[src/rtl/input_debouncer.sv]
// input_debouncer: two-flop synchroniser followed by a STABLE/PENDING debounce
// FSM. Produces a clean registered level, one-cycle edge strobes, a wrapping
// accepted-edge counter and a saturating rejected-transition counter.
module input_debouncer #(
    parameter int DEBOUNCE_CYCLES = 16,
    parameter int CNT_W           = 8
) (
    input  logic       clk,
    input  logic       rst_n,
    input  logic       ena,
    input  logic       din,
    output logic       dout,
    output logic       rise_pulse,
    output logic       fall_pulse,
    output logic [7:0] edge_count,
    output logic [3:0] glitch_count
);

    typedef enum logic {
        ST_STABLE  = 1'b0,
        ST_PENDING = 1'b1
    } state_t;

    // Last count value of a pending transition; reaching it with the new
    // level still present accepts the transition on that edge.
    localparam logic [CNT_W-1:0] CNT_LAST = CNT_W'(DEBOUNCE_CYCLES - 1);

    localparam int SYNC_STAGES = 2;

    logic [SYNC_STAGES-1:0] sync_reg;
    logic [SYNC_STAGES-1:0] sync_next;
    logic                   s2;

    state_t           state_reg, state_next;
    logic [CNT_W-1:0] cnt_reg, cnt_next;
    logic             dout_reg, dout_next;
    logic             rise_reg, rise_next;
    logic             fall_reg, fall_next;
    logic [7:0]       edge_reg, edge_next;
    logic [3:0]       glitch_reg, glitch_next;

    // Synchroniser chain: stage 0 samples the pin, each later stage samples
    // the one before it. Runs regardless of ena.
    genvar gi;
    generate
        for (gi = 0; gi < SYNC_STAGES; gi++) begin : g_sync
            if (gi == 0) begin : g_first
                assign sync_next[gi] = din;
            end else begin : g_rest
                assign sync_next[gi] = sync_reg[gi-1];
            end
        end
    endgenerate

    assign s2 = sync_reg[SYNC_STAGES-1];

    // Synchroniser registers.
    always_ff @(posedge clk) begin
        if (!rst_n) begin
            sync_reg <= '0;
        end else begin
            sync_reg <= sync_next;
        end
    end

    // FSM state, debounce counter, level, strobes and statistics registers.
    always_ff @(posedge clk) begin
        if (!rst_n) begin
            state_reg  <= ST_STABLE;
            cnt_reg    <= '0;
            dout_reg   <= 1'b0;
            rise_reg   <= 1'b0;
            fall_reg   <= 1'b0;
            edge_reg   <= '0;
            glitch_reg <= '0;
        end else begin
            state_reg  <= state_next;
            cnt_reg    <= cnt_next;
            dout_reg   <= dout_next;
            rise_reg   <= rise_next;
            fall_reg   <= fall_next;
            edge_reg   <= edge_next;
            glitch_reg <= glitch_next;
        end
    end

    // Next-state logic: hold everything (strobes low) unless enabled, then
    // track how long s2 has disagreed with the accepted level.
    always_comb begin
        state_next  = state_reg;
        cnt_next    = cnt_reg;
        dout_next   = dout_reg;
        rise_next   = 1'b0;
        fall_next   = 1'b0;
        edge_next   = edge_reg;
        glitch_next = glitch_reg;

        if (ena) begin
            case (state_reg)
                ST_STABLE: begin
                    if (s2 != dout_reg) begin
                        state_next = ST_PENDING;
                        cnt_next   = CNT_W'(1);
                    end
                end
                ST_PENDING: begin
                    if (s2 == dout_reg) begin
                        // New level vanished before the window closed.
                        state_next = ST_STABLE;
                        cnt_next   = '0;
                        if (glitch_reg != 4'hF) begin
                            glitch_next = glitch_reg + 4'd1;
                        end
                    end else if (cnt_reg == CNT_LAST) begin
                        state_next = ST_STABLE;
                        cnt_next   = '0;
                        dout_next  = ~dout_reg;
                        rise_next  = ~dout_reg;
                        fall_next  = dout_reg;
                        edge_next  = edge_reg + 8'd1;
                    end else begin
                        cnt_next = cnt_reg + CNT_W'(1);
                    end
                end
                default: begin
                    state_next = ST_STABLE;
                    cnt_next   = '0;
                end
            endcase
        end
    end

    assign dout         = dout_reg;
    assign rise_pulse   = rise_reg;
    assign fall_pulse   = fall_reg;
    assign edge_count   = edge_reg;
    assign glitch_count = glitch_reg;

endmodule

[config.mk]
export PLATFORM = sky130hd
export DESIGN_NAME = input_debouncer
export DESIGN_NICKNAME = d
export VERILOG_FILES = /design/src/rtl/input_debouncer.sv
export SDC_FILE = /design/constraint.sdc
export NUM_CORES = 1
export LEC_CHECK = 0
export CORE_MARGIN = 2
export CORE_UTILIZATION = 52
export CTS_CLUSTER_SIZE = 14
export DETAILED_ROUTE_END_ITERATION = 6
export GPL_ROUTABILITY_DRIVEN = 1
export GPL_TIMING_DRIVEN = 0
export HOLD_SLACK_MARGIN = 0.1
export PLACE_DENSITY = 0.85
export SETUP_SLACK_MARGIN = 0.1
export SLEW_MARGIN = 20
export SYNTH_ARGS = -nofsm -noshare
export SYNTH_HDL_FRONTEND = slang
export SYNTH_SLANG_ARGS = --single-unit
[constraint.sdc]
create_clock -name clk -period 2.03 [get_ports clk]
set_input_delay 0.406 -clock clk [delete_from_list [all_inputs] [get_ports clk]]
set_output_delay 0.406 -clock clk [all_outputs]
set_load 0.02 [all_outputs]
-- After elaboration in Yosys (flattened, before gate mapping)
Cells that the tools add are included.
- bits in latches: 0
- output and inout bits: 15
- flip-flop bits (word level): 26
- RAM bits: 0
- logic and storage cells: 34
- ROM bits: 0
- memories kept: 0
- bitwise operators: 6
- multipliers: 0
- multiplexer cells: 8
- add/subtract/negate cells: 3
- eq/ne operators: 5
- reduce and logical (&&, ||, !) cells: 4
- order comparisons: 0
- div/mod/pow operators: 0
- shifts and indexed selects: 0
- operators with widths (kind ; number):
    2-to-1 mux 8 bit ; 3
    adder 8 x 1 -> 8 bit (second input constant) ; 2
    one-hot mux 8 bit (2 select lines) ; 1
    == test 8 x 4 -> 1 bit (second input constant) ; 1
    AND reduction 4 bit ; 2
    NOT 1 bit ; 6
    OR reduction 5 bit ; 1
    adder 4 x 1 -> 4 bit (second input constant) ; 1
    inequality test 4 bit (second input constant) ; 1
    2-to-1 mux 1 bit ; 3
    inequality test 2 bit (second input constant) ; 1
    one-hot mux 1 bit (2 select lines) ; 1
    AND reduction 2 bit ; 1
    == test 1 bit ; 1
    inequality test 1 bit ; 1

-- Depth between registers and ports, before layout
- word-level depth: 4
- mapped depth: 5
- gate-level depth less buffers: 5

-- Worst setup path after synthesis
Ideal clock, no wire load.
- kind: reg-to-reg
- from: register dout_reg (netlist: dout)
- to: register edge_reg[5] (netlist: edge_count[5])
- path slack: 322 ps
- cell stages (with the launch flop): 5
- arrival: 1635 ps
- cell sequence: dfxtp_1 xor2_2 nand3_4 or4_1 a21oi_1
- longest elaborated chain between the ends: 3
- ends and longest elaborated chain (what ; line ; text):
    start, declared ; 36 ; logic dout_reg, dout_next;
    start signal, assigned ; 79 ; dout_reg <= dout_next;
    == test 1 bit ; 107 ; if (s2 == dout_reg) begin
    NOT 1 bit (no line) ; n/a ;
    AND reduction 4 bit (no line) ; n/a ;
    end signal, assigned ; 82 ; edge_reg <= edge_next;
    end, declared ; 39 ; logic [7:0] edge_reg, edge_next;
No other way between the ends.
A chain may end at the register's enable or synchronous reset.

-- Worst setup path in the final report
- from: register cnt_reg[0]
- to: register edge_reg[7] (netlist: edge_count[7])
- longest elaborated chain between the ends: 2
- ends and longest elaborated chain (what ; line ; text):
    start, declared ; 35 ; logic [CNT_W-1:0] cnt_reg, cnt_next;
    start signal, assigned ; 78 ; cnt_reg <= cnt_next;
    == test 8 x 4 -> 1 bit ; 114 ; end else if (cnt_reg == CNT_LAST) begin
    AND reduction 4 bit (no line) ; n/a ;
No other way between the ends.

==> reports/metrics.cfg <==
[finish]
diodes=0
fin_area_mm2=0.00148
seq_area_um2=522
multi_input_area_um2=686
syn_to_final_growth_pct=22.7
layout-drive-gt1-share_pct=10.4
final_nets=162
fill_cells=182
final_util_pct=66.9

[timing]
worstMarginPinSlew_ns=0.630
maxSlewViolCount=0
finalCritPeriodShare_pct=91.3
skew_ns=0.0116
period_minus_slack_ns=1.85
rsz0062_at_grt=yes
fmax_mhz=540
hold_viol=0
tns_ns=0
setup_violations=0
relSlewSlack_pct=57.7
setup_slack_ns=0.177

[synth]
synth_nets=140
synth_edf_count=0
synth_top_area_share_pct=43.2
synth_common_cells=26 x dfxtp_1, 13 x a21oi_1, 11 x nor2_1
yosys_warnings=0
ys.flop_type=dfxtp_1
async_reset_ff_share_pct=0
synth.avg_cell_area_um2=9.07
ys_types=36
ys_seq_area_share_pct=43.2
synth_area_leaders=dfxtp_1 43%, a21oi_1 5.4%, xnor2_1 5.1%
synth_area_mm2=0.00121
yosysMostFrequentCell=dfxtp_1
synth-seq-cells=26
synth_cells=133
synth_area_leader_cell=dfxtp_1

[floorplan]
rows=17
die_x_um=52.2
dieArea_mm2=0.00272
ios=19
core-area_mm2=0.00221
initial_utilization_pct=54.5
die_h_um=52.2

[global_routing]
antenna_found_initial=0
gr-total-overflow=0
grt_use_total_pct=20.7
grt_max_degree=16
grt_pass1_vias=1001
grt_pass1_wl_um=4250

[hold_path]
hold_end=sync_reg[1]$_SDFF_PN0_
hold_path_depth=1
worstHoldStart=sync_reg[0]$_SDFF_PN0_
hold_class=reg2reg

[run_status]
outcome=finished clean

[worst_setup_path]
worstSetupEndpointType=register
rrSetupSlack_ns=0.18
crit_path_max_fanout=7
reg2reg_depth=5
worstPathRequired_ns=2.28
cp.arrival_ns=2.11
path_class=reg2reg
reg2reg_to=edge_count[7]$_SDFFE_PN0P_
r2r-start=cnt_reg[0]$_SDFFE_PN0P_
critPathLaunchType=register

[power]
totalPowerFinal_w=0.000899
power-per-cell-area_mw_per_mm2=607
p_comb_share_pct=3.5
p_int_w=0.000724
clkPwrFrac_pct=39.0
switchingPower_w=0.000175
power_frac_seq_pct=57.5
ir_drop_uv=453
swShare_pct=19.4
leakage_nw=0.478

[placed_design]
gp_congestion=0.862
placed_cell_area_mm2=0.00141
place_ws_ns=-0.0925
portBuffers=17
dp.final_hpwl_um=1760

[clock_network]
clock-sinks=26
h-tree-depth=1
cts_inserted_buffers=3
cts_setup_buffers=0
cts-resized-gates=0
cts_buffer_depth=2
clock_latency_ns=0.33
tritoncts=yes
clk_pin_slew_ns=0.14
root_buffer=clkbuf_4
ctsHoldBuffers=0

[drt]
ant_nets=0
dr.first_iter.drc_count=25
drc_errors=0
drt_wl_total_um=2480
wl_per_cell_um=13.6
vias_per_cell=5.83
num_vias=1061
first_pass_iters=4

[job]
maxCapViolations=0

## power groups by stage
stage               clock network, W  registers (W)  logic [W]
detailed placement                 0       0.000528  0.0000310
floorplan                          0       0.000528  0.0000188
global route                0.000382       0.000518  0.0000353
CTS                         0.000365       0.000517  0.0000311
global placement                   0       0.000528  0.0000302
finish                      0.000350       0.000517  0.0000316
## worst max-delay path, cell delays in order (launching register included)
cell and delay, ns:
dfxtp_1 0.43, ha_1 0.23, and3_1 0.33, nand3_4 0.14, or4_1 0.49, a21oi_1 0.16
## metal layers
metal	global-route usage (%)	part of all wire (%)
met1	26.1	46
met3	2.87	4.3
met4	8.97	1.4
met2	35.2	48
met5	0	0
## kinds of logic (layout without fill, tap and decap cells)
group | count (synthesis) | after routing | synth area share (%)
xor gates and xnor gates | 8 | 8 | 6.43
DFF | 26 | 26 | 43.2
and+or+nand+nor | 58 | 58 | 28.7
AOI/OAI and AO/OA | 32 | 32 | 15.7
adders and majority gates | 3 | 3 | 3.11
buffers and inverters | 4 | 25 | 1.24
muxes | 2 | 2 | 1.66
## cells in the final DEF (no fill, tap or decap), types with 2 or more instances in the layout
cell type	synthesis	layout
nand3_1	7	7
mux2i_1	2	2
clkbuf_1	2	2
nand2_1	10	10
and3_1	3	3
nor2_1	11	11
nor4_1	2	2
dfxtp_1	26	25
a21oi_1	13	13
and2_1	3	3
or3_1	4	4
o21ai_0	8	8
nor3_1	6	6
o31ai_1	3	3
clkbuf_4	0	3
or3_2	2	2
a211oi_1	2	2
nor4_4	1	2
xnor2_1	7	7
clkdlybuf4s50_1	0	17
ha_1	3	3
or4_1	2	2
## cell type report
cell class                 instances  share of cell area [%]
clock buffer                       3                    1.52
sequential                        26                    35.2
inverter                           2                   0.507
timing repair buffer              17                    11.5
buffer                             2                   0.507
clock inverter                     1                    2.03
multi-input combinational        103                    46.3
tap                               28                    2.37
## worst max path at each step
stage          slack [ns]  cells past startpoint                          to                     from
6_report             0.18                      5  edge_count[7]$_SDFFE_PN0P_  cnt_reg[0]$_SDFFE_PN0P_
5_1_grt              0.04                      5  edge_count[7]$_SDFFE_PN0P_  cnt_reg[0]$_SDFFE_PN0P_
4_1_cts              0.10                      1                        dout        dout$_SDFFE_PN0P_
3_5_place_dp        -0.09                      5  edge_count[7]$_SDFFE_PN0P_                      ena
3_3_place_gp       -0.009                      5  edge_count[4]$_SDFFE_PN0P_                      ena
2_1_floorplan        0.32                      4  edge_count[5]$_SDFFE_PN0P_        dout$_SDFFE_PN0P_
## through the flow
step	hold slack [ns]	cells
finish	0.453	182
global route	0.480	182
CTS	0.454	182
detailed placement	0.420	178
global placement	0.419	178
floorplan	0.412	133
(Power assumes the default switching activity.)
